File: src/rtl/bin_comp_serial_if.sv
// Handshake and operand/result bundle for the bit-serial comparator.
// master drives requests, slave answers with busy/done and the result flags.
interface bin_comp_serial_if #(
  parameter int WIDTH = 8
);
  logic             start;
  logic             is_signed;
  logic [WIDTH-1:0] a;
  logic [WIDTH-1:0] b;
  logic             busy;
  logic             done;
  logic             a_eq_b;
  logic             a_gt_b;
  logic             a_lt_b;

  modport master (
    output start, is_signed, a, b,
    input  busy, done, a_eq_b, a_gt_b, a_lt_b
  );

  modport slave (
    input  start, is_signed, a, b,
    output busy, done, a_eq_b, a_gt_b, a_lt_b
  );
endinterface

File: src/rtl/bin_comp_serial.sv
// Bit-serial MSB-first magnitude comparator, signed or unsigned,
// with start/done handshake and optional exit on first differing bit.
module bin_comp_serial #(
  parameter int WIDTH      = 8,
  parameter bit EARLY_EXIT = 1'b1
) (
  input logic              clk,
  input logic              rst_n,
  bin_comp_serial_if.slave bus
);
  localparam int IW = $clog2(WIDTH);

  typedef enum logic {
    IDLE,
    RUN
  } state_t;

  state_t           state_q, state_d;
  logic [WIDTH-1:0] ra_q, ra_d;
  logic [WIDTH-1:0] rb_q, rb_d;
  logic             rs_q, rs_d;
  logic [IW-1:0]    idx_q, idx_d;
  logic             busy_q, busy_d;
  logic             done_q, done_d;
  logic             eq_q, eq_d;
  logic             gt_q, gt_d;
  logic             lt_q, lt_d;
  logic             dec_q, dec_d;
  logic             dgt_q, dgt_d;
  logic             dlt_q, dlt_d;

  logic bit_a;
  logic bit_b;
  logic differ;
  logic sign_pos;
  logic gt_bit;
  logic lt_bit;
  logic last;

  assign bit_a    = ra_q[idx_q];
  assign bit_b    = rb_q[idx_q];
  assign differ   = bit_a ^ bit_b;
  assign last     = (idx_q == '0);
  assign sign_pos = rs_q && (idx_q == IW'(WIDTH - 1));
  // A set sign bit means the smaller value in two's complement
  assign gt_bit   = sign_pos ? bit_b : bit_a;
  assign lt_bit   = sign_pos ? bit_a : bit_b;

  always_ff @(posedge clk or negedge rst_n) begin
    if (!rst_n) begin
      state_q <= IDLE;
      ra_q    <= '0;
      rb_q    <= '0;
      rs_q    <= 1'b0;
      idx_q   <= '0;
      busy_q  <= 1'b0;
      done_q  <= 1'b0;
      eq_q    <= 1'b0;
      gt_q    <= 1'b0;
      lt_q    <= 1'b0;
      dec_q   <= 1'b0;
      dgt_q   <= 1'b0;
      dlt_q   <= 1'b0;
    end else begin
      state_q <= state_d;
      ra_q    <= ra_d;
      rb_q    <= rb_d;
      rs_q    <= rs_d;
      idx_q   <= idx_d;
      busy_q  <= busy_d;
      done_q  <= done_d;
      eq_q    <= eq_d;
      gt_q    <= gt_d;
      lt_q    <= lt_d;
      dec_q   <= dec_d;
      dgt_q   <= dgt_d;
      dlt_q   <= dlt_d;
    end
  end

  always_comb begin
    state_d = state_q;
    ra_d    = ra_q;
    rb_d    = rb_q;
    rs_d    = rs_q;
    idx_d   = idx_q;
    busy_d  = busy_q;
    done_d  = 1'b0;
    eq_d    = eq_q;
    gt_d    = gt_q;
    lt_d    = lt_q;
    dec_d   = dec_q;
    dgt_d   = dgt_q;
    dlt_d   = dlt_q;
    unique case (state_q)
      IDLE: begin
        if (bus.start) begin
          ra_d    = bus.a;
          rb_d    = bus.b;
          rs_d    = bus.is_signed;
          idx_d   = IW'(WIDTH - 1);
          busy_d  = 1'b1;
          eq_d    = 1'b0;
          gt_d    = 1'b0;
          lt_d    = 1'b0;
          dec_d   = 1'b0;
          dgt_d   = 1'b0;
          dlt_d   = 1'b0;
          state_d = RUN;
        end
      end
      RUN: begin
        if (EARLY_EXIT && differ) begin
          gt_d    = gt_bit;
          lt_d    = lt_bit;
          done_d  = 1'b1;
          busy_d  = 1'b0;
          state_d = IDLE;
        end else if (last) begin
          // Fixed-latency mode publishes the first recorded decision
          if (dec_q) begin
            gt_d = dgt_q;
            lt_d = dlt_q;
          end else if (differ) begin
            gt_d = gt_bit;
            lt_d = lt_bit;
          end else begin
            eq_d = 1'b1;
          end
          done_d  = 1'b1;
          busy_d  = 1'b0;
          state_d = IDLE;
        end else begin
          if (differ && !dec_q) begin
            dec_d = 1'b1;
            dgt_d = gt_bit;
            dlt_d = lt_bit;
          end
          idx_d = idx_q - 1'b1;
        end
      end
      default: begin
        state_d = IDLE;
        busy_d  = 1'b0;
      end
    endcase
  end

  assign bus.busy   = busy_q;
  assign bus.done   = done_q;
  assign bus.a_eq_b = eq_q;
  assign bus.a_gt_b = gt_q;
  assign bus.a_lt_b = lt_q;
endmodule
File: src/flat_wrapper.sv
// flat-port wrapper written by rule: the top's interface ports become plain ports
module bin_comp_serial_flat 
#(
  parameter int WIDTH      = 8,
  parameter bit EARLY_EXIT = 1'b1
)
  (clk, rst_n, bus_start, bus_is_signed, bus_a, bus_b, bus_busy, bus_done, bus_a_eq_b, bus_a_gt_b, bus_a_lt_b);
  bin_comp_serial_if #(.WIDTH(WIDTH)) bus_i ();
  input logic clk;
  input logic rst_n;
  input wire logic [$bits(bus_i.start)-1:0] bus_start;
  input wire logic [$bits(bus_i.is_signed)-1:0] bus_is_signed;
  input wire logic [$bits(bus_i.a)-1:0] bus_a;
  input wire logic [$bits(bus_i.b)-1:0] bus_b;
  output wire logic [$bits(bus_i.busy)-1:0] bus_busy;
  output wire logic [$bits(bus_i.done)-1:0] bus_done;
  output wire logic [$bits(bus_i.a_eq_b)-1:0] bus_a_eq_b;
  output wire logic [$bits(bus_i.a_gt_b)-1:0] bus_a_gt_b;
  output wire logic [$bits(bus_i.a_lt_b)-1:0] bus_a_lt_b;
  assign bus_i.start = bus_start;
  assign bus_i.is_signed = bus_is_signed;
  assign bus_i.a = bus_a;
  assign bus_i.b = bus_b;
  assign bus_busy = bus_i.busy;
  assign bus_done = bus_i.done;
  assign bus_a_eq_b = bus_i.a_eq_b;
  assign bus_a_gt_b = bus_i.a_gt_b;
  assign bus_a_lt_b = bus_i.a_lt_b;
  bin_comp_serial #(.WIDTH(WIDTH), .EARLY_EXIT(EARLY_EXIT)) u_core (.clk(clk), .rst_n(rst_n), .bus(bus_i));
endmodule
File: config.mk
export PLATFORM = sky130hd
export DESIGN_NAME = bin_comp_serial_flat
export DESIGN_NICKNAME = d
export VERILOG_FILES = /design/src/rtl/bin_comp_serial_if.sv /design/src/rtl/bin_comp_serial.sv /design/src/flat_wrapper.sv
export SDC_FILE = /design/constraint.sdc
export NUM_CORES = 1
export LEC_CHECK = 0
export ABC_CLOCK_PERIOD_IN_PS = 4900
export BUFFER_PORTS_ARGS = -buffer_cell sky130_fd_sc_hd__buf_2
export CORE_ASPECT_RATIO = 0.5
export CORE_UTILIZATION = 56
export DETAILED_ROUTE_END_ITERATION = 6
export PLACE_DENSITY = 0.8
export SLEW_MARGIN = 20
export SYNTH_ARGS = -nofsm -noshare
export SYNTH_HDL_FRONTEND = slang
export SYNTH_SLANG_ARGS = --single-unit
File: constraint.sdc
create_clock -name clk -period 4.9 [get_ports clk]
set_input_delay 0.735 -clock clk [delete_from_list [all_inputs] [get_ports clk]]
set_output_delay 0.735 -clock clk [all_outputs]
set_load 0.01 [all_outputs]
After elaboration in Yosys (flattened, before gate mapping):

Cells that the tools add are included.
Widths: inputs -> output; s select.

* register bits: 29
* bits in latches: 0
* RAM bits: 0
* ROM bits: 0
* input bits: 20
* output and inout bits: 5
* word-level logic and storage cells: 82
* memories: 0

* add/sub/neg operators: 1
* multipliers: 0
* div/mod/pow operators: 0
* magnitude comparators: 1
* equality and inequality tests: 9
* shift-type cells: 0
* muxes and demuxes: 46
* bitwise gates (word level): 2
* reductions and logical operators: 10

Operator list (number)
* $mux 1: 32
* $pmux 1 s2: 8
* $ne 2x2->1 const B: 6
* $mux 3: 3
* $reduce_and 4->1: 2
* $bmux 1 s3: 2
* $ne 3x3->1 const B: 2
* $pmux 3 s2: 1
* $reduce_and 3->1: 2
* $lt 3x4->1 const B: 1
* $reduce_and 2->1: 2
* $eq 3x3->1 const B: 1
* $logic_not 3->1: 1
* $sub 3x1->3 const B: 1
* $logic_and 1x1->1: 2
* $logic_not 1->1: 1
* $not 1->1: 1
* $xor 1x1->1: 1

Longest topological paths before layout:

* word-level depth: 8
* depth in mapped cells: 8
* mapped depth without buffers: 7

Least setup slack after synthesis:

Ideal clock, no wire load.

* path kind: register to register
* from: register u_core.idx_q[1]
* to: register u_core.lt_q (netlist: u_core.bus.a_lt_b)
* library setup time: 121 ps
* arrival: 1617 ps
* data required time: 4779 ps
* path slack: 3162 ps
* cell stages (with the launch flop): 9
* buffers on the path: 1
* clock period less this slack: 1738 ps
* cells stage by stage: dfrtp_1 -> buf_2 -> inv_1 -> ha_1 -> nor2b_1 -> nand2_1 -> mux2i_1 -> o21ai_1 -> o22a_1

* longest elaborated chain between the ends: 5
* elaborated cells on any way between the ends: 14
* classes of those cells: eq/ne: 3; mux: 7; bitwise: 1; reduce/logical: 3

RTL lines
* start, declared: line bin_comp_serial.sv:22 `logic [IW-1:0] idx_q, idx_d;`
* start signal, assigned: line bin_comp_serial.sv:69 `idx_q <= idx_d;`
* $bmux 1 s3 (tied with other cells): line bin_comp_serial.sv:40 `assign bit_a = ra_q[idx_q];`
* $mux 1 (implied by the code) (tied with other cells): line bin_comp_serial.sv:40
* $xor 1x1->1 or $mux 1 (tied branches): line bin_comp_serial.sv:42, bin_comp_serial.sv:47
* $ne 3x3->1 (no source line) or $mux 1 (tied branches)
* $reduce_and 3->1 (no source line) or $pmux 1 s2 (tied branches)
* end signal, assigned: line bin_comp_serial.sv:74 `lt_q <= lt_d;`
* end, declared: line bin_comp_serial.sv:27 `logic lt_q, lt_d;`

Parallel ways exist; a longest one is shown, timed or not. The select of a mux whose other input is x is not followed.
A chain may end at the register's enable or synchronous reset.

Worst setup path after layout:

Same ends and word-level chain as after synthesis.

==> reports/qor.yml <==
outcome: "completed"
endpoint: "u_core.bus.a_lt_b"
cts_resized: 0
via_per_inst: 5.30
critPathLaunch: "u_core.idx_q[1]"
setup_tns_ns: 0
place_hpwl_um: 1910
grt_remaining_overflow: 0
syn_area_um2: 1480
nets: 200
cts_buffers: 5
fin_skew_ns: 0.00683
routed_wl_um: 2800
track_usage_pct: 24.2
fp.dieH_um: 38.3
worst_setup_path_start_kind: "flop"
syn_nets: 176
crit_path_cell_trace: "inv_1 -> ha_1 -> nor2b_1 -> nand2_1 -> mux2i_1 -> o21ai_1 -> o22a_1"
drv_slew: 0
grt_pass1_vias: 1086
clock_sinks: 29
post_cts_buffers: 0
layout_commonest_cell: "nand2_1"
whs_ns: 0.472
r2r_cells: 7
port_buffers: 24
synth_edf_count: 0
die_w_um: 74.7
regToRegSetupSlack_ns: 2.95
critical_path_arrival_ns: 2.12
initial_core_util_pct: 62.7
die_area_um2: 2860
worst_pin_slew_ns: 0.724
yosysUniqueCellTypes: 34
cp-end-kind: "flop"
ys_ff_latch: 29
p_total_mw: 1.17
placed_area_um2: 1610
cts_root_buffer: "clkbuf_8"
yosysSeqAreaShare_pct: 49.1
powerDensity_nw_per_um2: 684
synth.avg_cell_area_um2: 9.67
grt_start_max_net_pins: 30
cts_max_level: 2
clk_pin_slew_ns: 0.06
setup-violations-final: 0
reg_top3: "u_core.ra_q: 8 flops, u_core.rb_q: 8 flops, u_core.idx_q: 3 flops"
post-place-ws_ns: 2.98
ios: 25
postRouteAntennaNets: 0
worstHoldPathType: "flop to flop"
finalCritPeriodShare_pct: 39.8
cpPeakStageDelay_ns: 0.53
num_vias: 1129
crit_path_top_delay_cell: "dfrtp_1"
diodes: 0
drc: 0
antenna_found_initial: 0
num-fill-cells: 182
crit_type: "flop to flop"
rows: 12
firstDrtPassIters: 4
postSynth.asyncResetShare_pct: 100
hold_buffers: 0
clock.fmax_mhz: 513
drt_iter0_drc: 55
cp.required_ns: 5.07
final_cell_mix: "nand2_1, dfrtp_1, buf_2"
synth_top_flop_cell: "dfrtp_1"
tritoncts: "yes"
clockBufferDepth: 2
area.growth.synth_to_final_pct: 15.8
r2r-start: "u_core.idx_q[1]"
coreArea_um2: 2360
path_max_fanout: 12
grt_pass1_wl_um: 4710
layout-drive-gt1-share_pct: 21.3
routabilityCongestion: 0.784
min_from: "u_core.bus.a_eq_b"
p_leak_nw: 0.850
maxCapViolations: 0
finalHoldViolations: 0
synth_warnings: 0
clock_latency_ns: 0.28
finalCriticalPeriod_ns: 1.95
synthCells: 153
drt-wirelength-per-cell_um: 13.1
vdd_drop_max_uv: 374
rsz0062_at_grt: "false"
design_area_um2: 1710
worstReg2RegEnd: "u_core.bus.a_lt_b"
slew_headroom_pct: 51.7
final.setup.worst_slack_ns: 2.95
==> cells in the mapped netlist, types with 2 or more instances <==
cell type / n / area share (%)
and2_1: 3 / 1.3
o21ai_0: 8 / 2.7
o311ai_0: 2 / 1.2
clkbuf_1: 6 / 1.5
mux4_2: 3 / 4.6
or3_1: 2 / 0.85
nor2_1: 3 / 0.76
inv_1: 7 / 1.8
nand2_1: 51 / 13
mux2i_1: 2 / 1.4
nor2b_1: 3 / 1.3
nand2b_1: 3 / 1.3
dfrtp_1: 29 / 49
xnor2_1: 8 / 4.7
ha_1: 3 / 2.5
nand3b_1: 2 / 1.0
==> worst min-delay path by stage <==
stage / to / slack [ns] / cells after the start
floorplan: u_core.bus.a_eq_b / 0.44 / 0
global placement: u_core.bus.a_eq_b / 0.46 / 2
detailed placement: u_core.bus.a_eq_b / 0.47 / 2
CTS: u_core.bus.a_eq_b / 0.48 / 2
global route: u_core.rb_q[2] / 0.52 / 1
finish: u_core.bus.a_eq_b / 0.47 / 2
==> metal layers <==
layer | global-route usage [%] | vias to the layer above | wire length (um)
li1 | - | 555 | -
met1 | 27.8 | 536 | 1300
met2 | 40.5 | 30 | 1290
met3 | 9.47 | 8 | 164
met4 | 11.8 | 0 | 50
met5 | 0 | - | 0
==> critical path, delay by kind of cell (launching register included) <==
kind / cells / cell delay, ns
flops: 1 / 0.53
simple gates: 2 / 0.52
compound gates: 2 / 0.29
mux: 1 / 0.20
fa+ha+maj: 1 / 0.16
buf+inv: 1 / 0.14
==> cells by family after synthesis <==
kind of cell | synth area share (%)
simple gates | 21.6
compound gates | 8.46
buf+inv | 4.40
xor+xnor | 4.74
flops | 49.1
fa+ha+maj | 2.54
mux | 9.22
==> power breakdown <==
part | switching [mW] | internal [mW] | total, mW
clock | 0.0874 | 0.127 | 0.214
sequential | 0.121 | 0.340 | 0.461
combinational | 0.238 | 0.258 | 0.497
total | 0.447 | 0.725 | 1.17
==> per-stage QoR <==
| stage | utilization [%] | instances |
|---|---|---|
| 2_1_floorplan | - | 153 |
| 4_1_cts | 72.7 | 213 |
| 6_report | 72.7 | 213 |
| 3_5_place_dp | 68.4 | 205 |
| 5_1_grt | 72.7 | 213 |
| 3_3_place_gp | 68.4 | 205 |
==> layout make-up <==
class                           instances  area [um^2]  share of cell area (%)
Inverter                                7         26.3                    1.53
Timing Repair Buffer                   25          128                    7.45
Sequential cell                        29          726                    42.4
Tap cell                               35         43.8                    2.56
Multi-Input combinational cell        109          688                    40.2
Clock inverter                          1         5.00                   0.292
Clock buffer                            7         96.3                    5.62
No activity file was read; power rests on OpenSTA's default activity.
